$ cat config.mk
export PLATFORM = sky130hd
export DESIGN_NAME = pac_pair_scheduler
export DESIGN_NICKNAME = d
export VERILOG_FILES = /design/src/rtl/pac_pair_scheduler_pkg.sv /design/src/rtl/pac_lowest_set.sv /design/src/rtl/pac_pair_scheduler.sv
export SDC_FILE = /design/constraint.sdc
export NUM_CORES = 1
export LEC_CHECK = 0
export ABC_CLOCK_PERIOD_IN_PS = 3720
export CAP_MARGIN = 20
export CORE_AREA = 2 2 139 141
export DETAILED_ROUTE_END_ITERATION = 10
export DIE_AREA = 0 0 141 143
export PLACE_DENSITY = 0.84
export SKIP_LAST_GASP = 1
export SLEW_MARGIN = 15
export SYNTH_ARGS = -nofsm -noshare
export SYNTH_HDL_FRONTEND = slang
export SYNTH_SLANG_ARGS = --single-unit
$ cat constraint.sdc
create_clock -name clk -period 3.72 [get_ports clk]
set_input_delay 0.558 -clock clk [delete_from_list [all_inputs] [get_ports clk]]
set_output_delay 0.558 -clock clk [all_outputs]
set_load 0.01 [all_outputs]
$ cat src/rtl/pac_pair_scheduler_pkg.sv
// Shared definitions for the PAC pair scheduler: FSM states, engine class
// codes and the canonical oscillator-pair index map.
package pac_pair_scheduler_pkg;

    typedef enum logic [2:0] {
        StIdle,
        StIssue,
        StWait,
        StCommit,
        StDone
    } state_e;

    // Engine classification codes
    localparam logic [1:0] CLASS_ATTRACT  = 2'b00;
    localparam logic [1:0] CLASS_TRANSIT  = 2'b01;
    localparam logic [1:0] CLASS_BOUNDARY = 2'b10;

    // Canonical pair indices; the scheduler walks them in this order
    localparam int unsigned PAIR_THETA_ALPHA      = 0;
    localparam int unsigned PAIR_THETA_BETA_LOW   = 1;
    localparam int unsigned PAIR_ALPHA_BETA_LOW   = 2;
    localparam int unsigned PAIR_ALPHA_BETA_HIGH  = 3;
    localparam int unsigned PAIR_BETA_LOW_GAMMA   = 4;
    localparam int unsigned PAIR_BETA_HIGH_GAMMA  = 5;
    localparam int unsigned PAIR_THETA_GAMMA_FAST = 6;
    localparam int unsigned PAIR_ALPHA_GAMMA_FAST = 7;
    localparam int unsigned PAIR_SR_F0_F2         = 8;
    localparam int unsigned PAIR_THETA_GAMMA      = 9;
    localparam int unsigned NUM_CANON_PAIRS       = 10;

endpackage

$ cat src/rtl/pac_lowest_set.sv
// Priority encoder: index of the lowest set bit of vec, valid when any bit is set.
module pac_lowest_set #(
    parameter int unsigned N = 10,
    parameter int unsigned W = 4
) (
    input  logic [N-1:0] vec,
    output logic [W-1:0] idx,
    output logic         valid
);

    // Scan downwards so the lowest set bit is the last one to assign idx
    always_comb begin
        idx   = '0;
        valid = 1'b0;
        for (int i = int'(N) - 1; i >= 0; i--) begin
            if (vec[i]) begin
                idx   = W'(i);
                valid = 1'b1;
            end
        end
    end

endmodule

$ cat src/rtl/pac_pair_scheduler.sv
// Time-multiplexes one PAC compute engine across all oscillator pairs.
// Each frame strobe walks the masked pairs in ascending order through a
// req/ack handshake and commits results into a register bank.
// Optional feature: define PAC_SMOOTH_EN to make each bank write an EMA update.
module pac_pair_scheduler
    import pac_pair_scheduler_pkg::*;
#(
    parameter int unsigned WIDTH        = 18,
    parameter int unsigned FRAC         = 14,
    parameter int unsigned NUM_PAIRS    = 10,
    parameter int unsigned PAIR_W       = 4,
    parameter int unsigned TIMEOUT      = 15,
    parameter int unsigned SMOOTH_SHIFT = 2
) (
    input  logic                   clk,
    input  logic                   rst_n,
    input  logic                   clk_en,
    input  logic                   enable,
    input  logic [NUM_PAIRS-1:0]   pair_mask,
    input  logic                   err_clr,
    output logic                   eng_req,
    output logic [PAIR_W-1:0]      eng_pair,
    input  logic                   eng_ack,
    input  logic [WIDTH-1:0]       eng_pac,
    input  logic [1:0]             eng_class,
    output logic [NUM_PAIRS*WIDTH-1:0] pac_flat,
    output logic [NUM_PAIRS*2-1:0] class_flat,
    output logic                   frame_done,
    output logic                   busy,
    output logic                   overrun,
    output logic                   timeout_err
);

    localparam int unsigned TCNT_W = $clog2(TIMEOUT + 1);

    // Reject configurations that cannot index every pair or hold the Q format
    if (FRAC >= WIDTH || SMOOTH_SHIFT >= WIDTH || NUM_PAIRS > (32'd1 << PAIR_W)
        || TIMEOUT == 0) begin : g_param_check
        $error("pac_pair_scheduler: invalid parameter combination");
    end

    state_e                 state_q, state_d;
    logic [NUM_PAIRS-1:0]   pending_q, pending_d, cur_onehot;
    logic [PAIR_W-1:0]      cur_q, cur_d, low_idx;
    logic                   low_valid;
    logic [TCNT_W-1:0]      tcnt_q, tcnt_d;
    logic                   req_q, req_d;
    logic                   ack_q, ack_d;
    logic [WIDTH-1:0]       pac_cap_q, pac_cap_d;
    logic [1:0]             class_cap_q, class_cap_d;
    logic                   bank_we;
    logic                   timeout_set;
    logic [WIDTH-1:0]       bank_wdata;
    logic [WIDTH-1:0]       bank_q [NUM_PAIRS];
    logic [1:0]             cls_q [NUM_PAIRS];
    logic                   overrun_q, timeout_q;

    pac_lowest_set #(
        .N (NUM_PAIRS),
        .W (PAIR_W)
    ) u_lowest_set (
        .vec   (pending_q),
        .idx   (low_idx),
        .valid (low_valid)
    );

    // One-hot of the pair currently in flight, used to retire it from pending
    always_comb begin
        cur_onehot = '0;
        for (int i = 0; i < int'(NUM_PAIRS); i++) begin
            cur_onehot[i] = (cur_q == PAIR_W'(i));
        end
    end

    // Next-state and handshake control
    always_comb begin
        state_d     = state_q;
        pending_d   = pending_q;
        cur_d       = cur_q;
        tcnt_d      = tcnt_q;
        req_d       = req_q;
        ack_d       = ack_q;
        pac_cap_d   = pac_cap_q;
        class_cap_d = class_cap_q;
        bank_we     = 1'b0;
        timeout_set = 1'b0;
        unique case (state_q)
            StIdle: begin
                if (clk_en && enable) begin
                    if (pair_mask != '0) begin
                        pending_d = pair_mask;
                        state_d   = StIssue;
                    end else begin
                        state_d = StDone;
                    end
                end
            end
            StIssue: begin
                if (low_valid) begin
                    cur_d   = low_idx;
                    req_d   = 1'b1;
                    tcnt_d  = '0;
                    ack_d   = 1'b0;
                    state_d = StWait;
                end else begin
                    state_d = StDone;
                end
            end
            StWait: begin
                if (eng_ack) begin
                    pac_cap_d   = eng_pac;
                    class_cap_d = eng_class;
                    ack_d       = 1'b1;
                    req_d       = 1'b0;
                    state_d     = StCommit;
                end else if (tcnt_q == TCNT_W'(TIMEOUT - 1)) begin
                    req_d       = 1'b0;
                    timeout_set = 1'b1;
                    state_d     = StCommit;
                end else begin
                    tcnt_d = tcnt_q + TCNT_W'(1);
                end
            end
            StCommit: begin
                // A timed-out pair is retired without touching the bank
                bank_we   = ack_q;
                pending_d = pending_q & ~cur_onehot;
                state_d   = (pending_d == '0) ? StDone : StIssue;
            end
            StDone: begin
                state_d = StIdle;
            end
            default: begin
                state_d = StIdle;
            end
        endcase
    end

    // FSM and handshake registers
    always_ff @(posedge clk or negedge rst_n) begin
        if (!rst_n) begin
            state_q     <= StIdle;
            pending_q   <= '0;
            cur_q       <= '0;
            tcnt_q      <= '0;
            req_q       <= 1'b0;
            ack_q       <= 1'b0;
            pac_cap_q   <= '0;
            class_cap_q <= '0;
        end else begin
            state_q     <= state_d;
            pending_q   <= pending_d;
            cur_q       <= cur_d;
            tcnt_q      <= tcnt_d;
            req_q       <= req_d;
            ack_q       <= ack_d;
            pac_cap_q   <= pac_cap_d;
            class_cap_q <= class_cap_d;
        end
    end

`ifdef PAC_SMOOTH_EN
    logic [WIDTH-1:0]        bank_old;
    logic signed [WIDTH:0]   ema_diff, ema_step;
    logic signed [WIDTH+1:0] ema_sum;

    // EMA toward the new sample; arithmetic shift floors, then clamp to range
    always_comb begin
        bank_old = '0;
        for (int i = 0; i < int'(NUM_PAIRS); i++) begin
            if (cur_q == PAIR_W'(i)) begin
                bank_old = bank_q[i];
            end
        end
        ema_diff = $signed({1'b0, pac_cap_q}) - $signed({1'b0, bank_old});
        ema_step = ema_diff >>> SMOOTH_SHIFT;
        ema_sum  = $signed({2'b00, bank_old}) + $signed({ema_step[WIDTH], ema_step});
        if (ema_sum[WIDTH+1]) begin
            bank_wdata = '0;
        end else if (ema_sum[WIDTH]) begin
            bank_wdata = '1;
        end else begin
            bank_wdata = ema_sum[WIDTH-1:0];
        end
    end
`else
    // Direct write of the engine result
    always_comb begin
        bank_wdata = pac_cap_q;
    end
`endif

    // Result and class bank, written only on the ack path of COMMIT
    always_ff @(posedge clk or negedge rst_n) begin
        if (!rst_n) begin
            for (int i = 0; i < int'(NUM_PAIRS); i++) begin
                bank_q[i] <= '0;
                cls_q[i]  <= '0;
            end
        end else if (bank_we) begin
            for (int i = 0; i < int'(NUM_PAIRS); i++) begin
                if (cur_q == PAIR_W'(i)) begin
                    bank_q[i] <= bank_wdata;
                    cls_q[i]  <= class_cap_q;
                end
            end
        end
    end

    // Sticky error flags; a set in the same cycle as err_clr wins
    always_ff @(posedge clk or negedge rst_n) begin
        if (!rst_n) begin
            overrun_q <= 1'b0;
            timeout_q <= 1'b0;
        end else begin
            if (clk_en && busy) begin
                overrun_q <= 1'b1;
            end else if (err_clr) begin
                overrun_q <= 1'b0;
            end
            if (timeout_set) begin
                timeout_q <= 1'b1;
            end else if (err_clr) begin
                timeout_q <= 1'b0;
            end
        end
    end

    for (genvar k = 0; k < int'(NUM_PAIRS); k++) begin : g_flat
        assign pac_flat[k*WIDTH +: WIDTH] = bank_q[k];
        assign class_flat[k*2 +: 2]       = cls_q[k];
    end

    assign eng_req     = req_q;
    assign eng_pair    = cur_q;
    assign frame_done  = (state_q == StDone);
    assign busy        = (state_q != StIdle);
    assign overrun     = overrun_q;
    assign timeout_err = timeout_q;

endmodule

Word level (Yosys, flattened, before mapping):

Cells that the tools add are included.

* $add $sub $neg: 1
* equality and inequality tests: 21
* muxes and demuxes: 48
* bitwise operators: 2
* reductions and logical operators: 28

Operators with widths (number)
* $mux W4: 13
* $reduce_and A2 Y1: 13
* $mux W1: 22
* $mux W10: 2
* $pmux W10 S2: 1
* $mux W3: 6
* $eq A4 B3 Y1 const B: 4
* $eq A4 B4 Y1 const B: 3
* $ne A2 B2 Y1 const B: 6
* $pmux W3 S4: 1
* $and A10 B10 Y10: 1
* $logic_not A10 Y1: 1
* $not A10 Y10: 1
* $reduce_bool A10 Y1: 1
* $reduce_and A3 Y1: 3
* $eq A4 B2 Y1 const B: 2
* $pmux W4 S2: 1
* $reduce_bool A2 Y1: 4
* $eq A3 B2 Y1 const B: 2
* $add A4 B1 Y4 const B: 1
* $eq A4 B1 Y1 const B: 1
* $logic_not A4 Y1: 1
* $pmux W1 S2: 2
* $reduce_and A4 Y1: 1
* other kinds (6): 7

* register bits: 245
* bits of input ports: 36
* output and inout bits: 209
* logic and storage cells: 130

Logic depth before layout (Yosys ltp):

* word-level depth: 12
* depth in mapped cells: 7
* depth with buffers taken out: 7

By module:

From an unflattened synthesis, not the netlist that was laid out.

* cell total of the unflattened synthesis: 657
* area, all modules: 9780.6 um^2

Modules (own cells, without submodules)
* pac_pair_scheduler: times used 1, cells an instance 639, area an instance 9679.3 um^2, seq. area each 6130.9 um^2
* pac_lowest_set: times used 1, cells an instance 18, area an instance 101.3 um^2, seq. area each 0.0 um^2

Least setup slack after synthesis:

No wires, ideal clock.

* kind: flip-flop to flip-flop
* from: register cur_q[2] (netlist: eng_pair[2])
* to: register state_q[0]
* library setup time: 0.123 ns
* arrival time: 1.950 ns
* data required time: 3.597 ns
* slack: 1.647 ns
* stages on the path, launching flop included: 7
* path buffers: 1
* clock period less this slack: 2.073 ns
* path through: dfrtp_1 buf_6 or3b_1 o22a_1 o22a_1 or4_4 o221a_1

* word-level cells in the longest chain between the ends: 6
* elaborated cells between the ends (all ways): 15
* those cells by class: eq/ne: 9; mux: 2; bitwise: 2; reduce/logical: 2

RTL lines
* from (decl): line pac_pair_scheduler.sv:44 `logic [PAIR_W-1:0] cur_q, cur_d, low_idx;`
* from (signal assigned): line pac_pair_scheduler.sv:153 `cur_q <= cur_d;`
* $eq A4 B1 Y1, or another cell as far along: line pac_pair_scheduler.sv:71 `cur_onehot[i] = (cur_q == PAIR_W'(i));`
* $not A10 Y10 (*): line pac_pair_scheduler.sv:127 `pending_d = pending_q & ~cur_onehot;`
* $and A10 B10 Y10 (*): line pac_pair_scheduler.sv:127
* $logic_not A10 Y1 (*): line pac_pair_scheduler.sv:128 `state_d = (pending_d == '0) ? StDone : StIssue;`
* $mux W3 (*): line pac_pair_scheduler.sv:128
* $pmux W3 S4 (*): line pac_pair_scheduler.sv:87 `unique case (state_q)`
* to (signal assigned): line pac_pair_scheduler.sv:142 `state_q <= StIdle;`
* to (signal assigned): line pac_pair_scheduler.sv:151 `state_q <= state_d;`
* to (decl): line pac_pair_scheduler.sv:42 `state_e state_q, state_d;`

Mark *: on every way between the ends. The rest lies on a longest branch, timed or not.
A chain may end at the register's enable or synchronous reset.

Worst setup path after layout:

* from: register state_q[2]
* to: register bank_q (netlist bit pac_flat[39])

* word-level cells in the longest chain between the ends: 3

RTL lines
* $eq A3 B2 Y1: line pac_pair_scheduler.sv:87
* $mux W1: line pac_pair_scheduler.sv:87
* $reduce_and A2 Y1 (no line)
* to (signal, indexed assignment): line pac_pair_scheduler.sv:203 `bank_q[i] <= bank_wdata;`
* to (decl): line pac_pair_scheduler.sv:54 `logic [WIDTH-1:0] bank_q [NUM_PAIRS];`

No other way between the ends.

==> reports/summary.txt <==
RePlAce Congestion = 0.860
total of endpoints with negative setup slack in the final report = 0
sequential-to-total area share from yosys stat = 63.0%
count of maximum capacitance violations = 0
Port Buffer Count = 244
GR Util All Layers = 24.6%
per-instance average area after synthesis = 14.6 um^2
worst setup path endpoint = pac_flat[39]
run status = complete, no violations
synth-to-layout area growth = 35.6%
crit share post-route = 71.2%
number of pins exceeding their max-slew limit in the final report = 0
number of placed instances with taps included = 1102
height of the die = 143 um
critical-path maximum fanout = 13
PwrDens = 727 mW/mm^2
Post-Syn Area = 0.00973 mm^2
post-synth top area cell = sky130_fd_sc_hd__dfrtp_1
async set-or-reset flop fraction in the synthesized netlist = 100%
cell with the most instances after synthesis = sky130_fd_sc_hd__dfrtp_1
Worst Setup Slack, final = 1070 ps
Critical Path End Type = register
Distinct cells, synth = 45
number of placement rows = 50
skew final = 9.00 ps
startpoint type of the worst setup path = register
Vias per Instance = 5.53
Die Footprint = 0.0202 mm^2
tightest slew margin relative to the limit = 29.0%
post-synth top area share = 63.0%
cell at the root of the clock tree = sky130_fd_sc_hd__clkbuf_16
switching power as a share of total power = 31.5%
Worst-path clk slew = 60 ps
aggregate routed wire length = 25000 um
global-route wire length before repair = 38400 um
post-layout net count = 934
cells taking the most area after synthesis = sky130_fd_sc_hd__dfrtp_1 63%, sky130_fd_sc_hd__mux2_2 26%, sky130_fd_sc_hd__clkbuf_1 1.3%, sky130_fd_sc_hd__o21ai_0 0.93%, sky130_fd_sc_hd__a22o_1 0.90%
Worst Reg2Reg Path Length in Cells = 5
fill cell count = 1258
worst voltage drop across the vdd grid = 386 uV
Initial Utilization = 52.4%
worst slack after detailed placement = 1080 ps
total core area = 0.0186 mm^2
Reg power frac = 43.9%
power share of the clock group = 26.7%
path type of the worst setup path = register to register
Sw Pwr = 3.02 mW
internal power component = 6.56 mW
via count = 6344
CTS tree = built
Synth warnings = 0
Final Hold Fails = 0
number of diodes = 0
data required time of the worst path = 4120 ps
overall die width = 141 um
Tot Pwr = 9.58 mW
DRC marker count from the first detailed-route iteration = 253
worst min path class = input port to async pin
leakage power of the design = 6.15 nW
power share of the combinational group = 29.3%
deepest clock path buffer count = 3
via count of the first global-routing pass = 6511
syn nets = 702
number of enable-type register cells in the synthesized netlist = 0
clk sinks = 245
residual antenna-violating net count after detailed routing = 0
RR Endpoint = pac_flat[39]
DR DRC count = 0
Post-synth top cells = 245 x sky130_fd_sc_hd__dfrtp_1, 222 x sky130_fd_sc_hd__mux2_2, 34 x sky130_fd_sc_hd__clkbuf_1, 21 x sky130_fd_sc_hd__nor2_1, 18 x sky130_fd_sc_hd__o21ai_0
dpl hpwl = 16800 um
FMAX = 378 MHz
Reg-to-Reg Start = state_q[2]
non-filler instance count after layout = 1148
first drt pass iteration count = 4
setup repair after global routing missed its margin = no
Worst Path Arrival = 3040 ps
grt ovf = 0
launch point of the critical path = state_q[2]
Post-Synthesis Cells = 664
number of H-tree branching levels = 1
hold-fix buffers at CTS = 0
final routed wire length divided by cell count = 21.8 um
prevailing post-synth register cell = sky130_fd_sc_hd__dfrtp_1
I/O pin cnt = 245
pin count of the biggest net entering global routing = 92
share of post-route cells with drive strength above 1 = 30.9%
R2R Setup Slk = 1070 ps
number of setup buffers added after CTS = 0
clk_lat worst skew = 520 ps
Yosys reg bits = 245
initial antenna violation count = 0
min Tclk post-route = 2650 ps
measured slew at the worst slew-check pin = 1060 ps
number of buffers inserted during clock tree synthesis = 26
summed negative setup slack over all endpoints = 0 ps
count of cells resized by post-cts repair = 0
[cell type report]
cell class                      instances  area, um^2  share of cell area (%)
Sequential cell                       245        6130                    46.5
Multi-Input combinational cell        361        3340                    25.4
Timing Repair Buffer                  255        2540                    19.3
Clock buffer                           38         757                    5.74
Tap cell                              234         293                    2.22
Clock inverter                          8        92.6                   0.702
Inverter                                7        26.3                   0.199
[kinds of logic (layout without fill, tap and decap cells)]
logic type,after synthesis,count (layout),synth area share (%)
AO/OA/AOI/OAI,53,53,3.65
XOR/XNOR,2,2,0.180
adder cells (fa/ha/maj),2,2,0.257
buffers and inverters,58,308,2.78
flip-flops,245,245,63.0
multiplexers,223,223,25.8
AND/OR/NAND/NOR,81,81,4.30
[stage by stage]
step,area [um^2],hold slack (ps),utilization (%)
detailed placement,12300,491,66.4
global route,13200,82.4,71.0
CTS,13200,55.1,71.0
floorplan,9730,262,-
global placement,12300,486,66.4
finish,13200,32.5,71.0
[cell usage in the layout (no fill, tap or decap), types with 3 or more instances in the layout]
cell | netlist | final
sky130_fd_sc_hd__o21ai_0 | 18 | 18
sky130_fd_sc_hd__clkbuf_8 | 0 | 4
sky130_fd_sc_hd__nor2_1 | 21 | 21
sky130_fd_sc_hd__a21oi_1 | 6 | 6
sky130_fd_sc_hd__clkdlybuf4s50_1 | 0 | 243
sky130_fd_sc_hd__o22ai_1 | 3 | 3
sky130_fd_sc_hd__clkbuf_16 | 0 | 27
sky130_fd_sc_hd__and3_1 | 3 | 3
sky130_fd_sc_hd__buf_4 | 1 | 10
sky130_fd_sc_hd__inv_1 | 7 | 7
sky130_fd_sc_hd__nand2_1 | 15 | 15
sky130_fd_sc_hd__nor3_2 | 0 | 3
sky130_fd_sc_hd__nand2b_1 | 4 | 4
sky130_fd_sc_hd__a31oi_1 | 4 | 4
sky130_fd_sc_hd__clkbuf_1 | 34 | 7
sky130_fd_sc_hd__mux2_2 | 222 | 222
sky130_fd_sc_hd__nor4_1 | 6 | 6
sky130_fd_sc_hd__nand3_1 | 5 | 5
sky130_fd_sc_hd__nor3_1 | 11 | 8
sky130_fd_sc_hd__a22o_1 | 10 | 10
sky130_fd_sc_hd__dfrtp_1 | 245 | 245
sky130_fd_sc_hd__clkinv_2 | 0 | 5
sky130_fd_sc_hd__nor2b_1 | 4 | 3
[registers in the layout, indices dropped and copies added (netlist names)]
register and count:
bank_wdata 18, ack_q 1, timeout_err 1, pending_q 10, eng_pair 4, overrun 1
class_flat 20, tcnt_q 4, state_q 3, eng_req 1, pac_flat 180, class_cap_q 2
[worst min-delay path by stage]
stage	endpoint	cells past startpoint	slack [ps]	startpoint
after global routing	pac_flat[112]	1	80	rst_n
after CTS	pac_flat[149]	1	60	rst_n
after detailed placement	pac_flat[80]	1	490	pac_flat[80]
after global placement	class_flat[1]	1	490	class_flat[1]
final	pac_flat[146]	1	30	rst_n
after floorplan	ack_q	0	260	rst_n
[critical path: stages, from the launching register on]
cell	delay, ps
sky130_fd_sc_hd__dfrtp_1	410
sky130_fd_sc_hd__inv_1	160
sky130_fd_sc_hd__nand4_1	420
sky130_fd_sc_hd__nor3_2	770
sky130_fd_sc_hd__buf_4	390
sky130_fd_sc_hd__mux2_2	370
[power by group through the flow]
stage | Combinational (mW) | Clock, mW | Sequential (mW)
after floorplan | 1.41 | 0 | 4.00
after global placement | 2.75 | 0 | 4.21
after detailed placement | 2.81 | 0 | 4.23
after CTS | 2.83 | 2.60 | 4.20
after global routing | 2.99 | 2.71 | 4.33
final | 2.81 | 2.56 | 4.21
[layer usage]
| layer | vias up | GRT usage (%) | wire (um) |
|---|---|---|---|
| met4 | 0 | 7.95 | 749 |
| met5 | - | 0 | 0 |
| met1 | 3244 | 33.0 | 10500 |
| met2 | 238 | 40.4 | 12100 |
| li1 | 2819 | - | - |
| met3 | 43 | 5.60 | 1580 |
(Power assumes the default switching activity.)
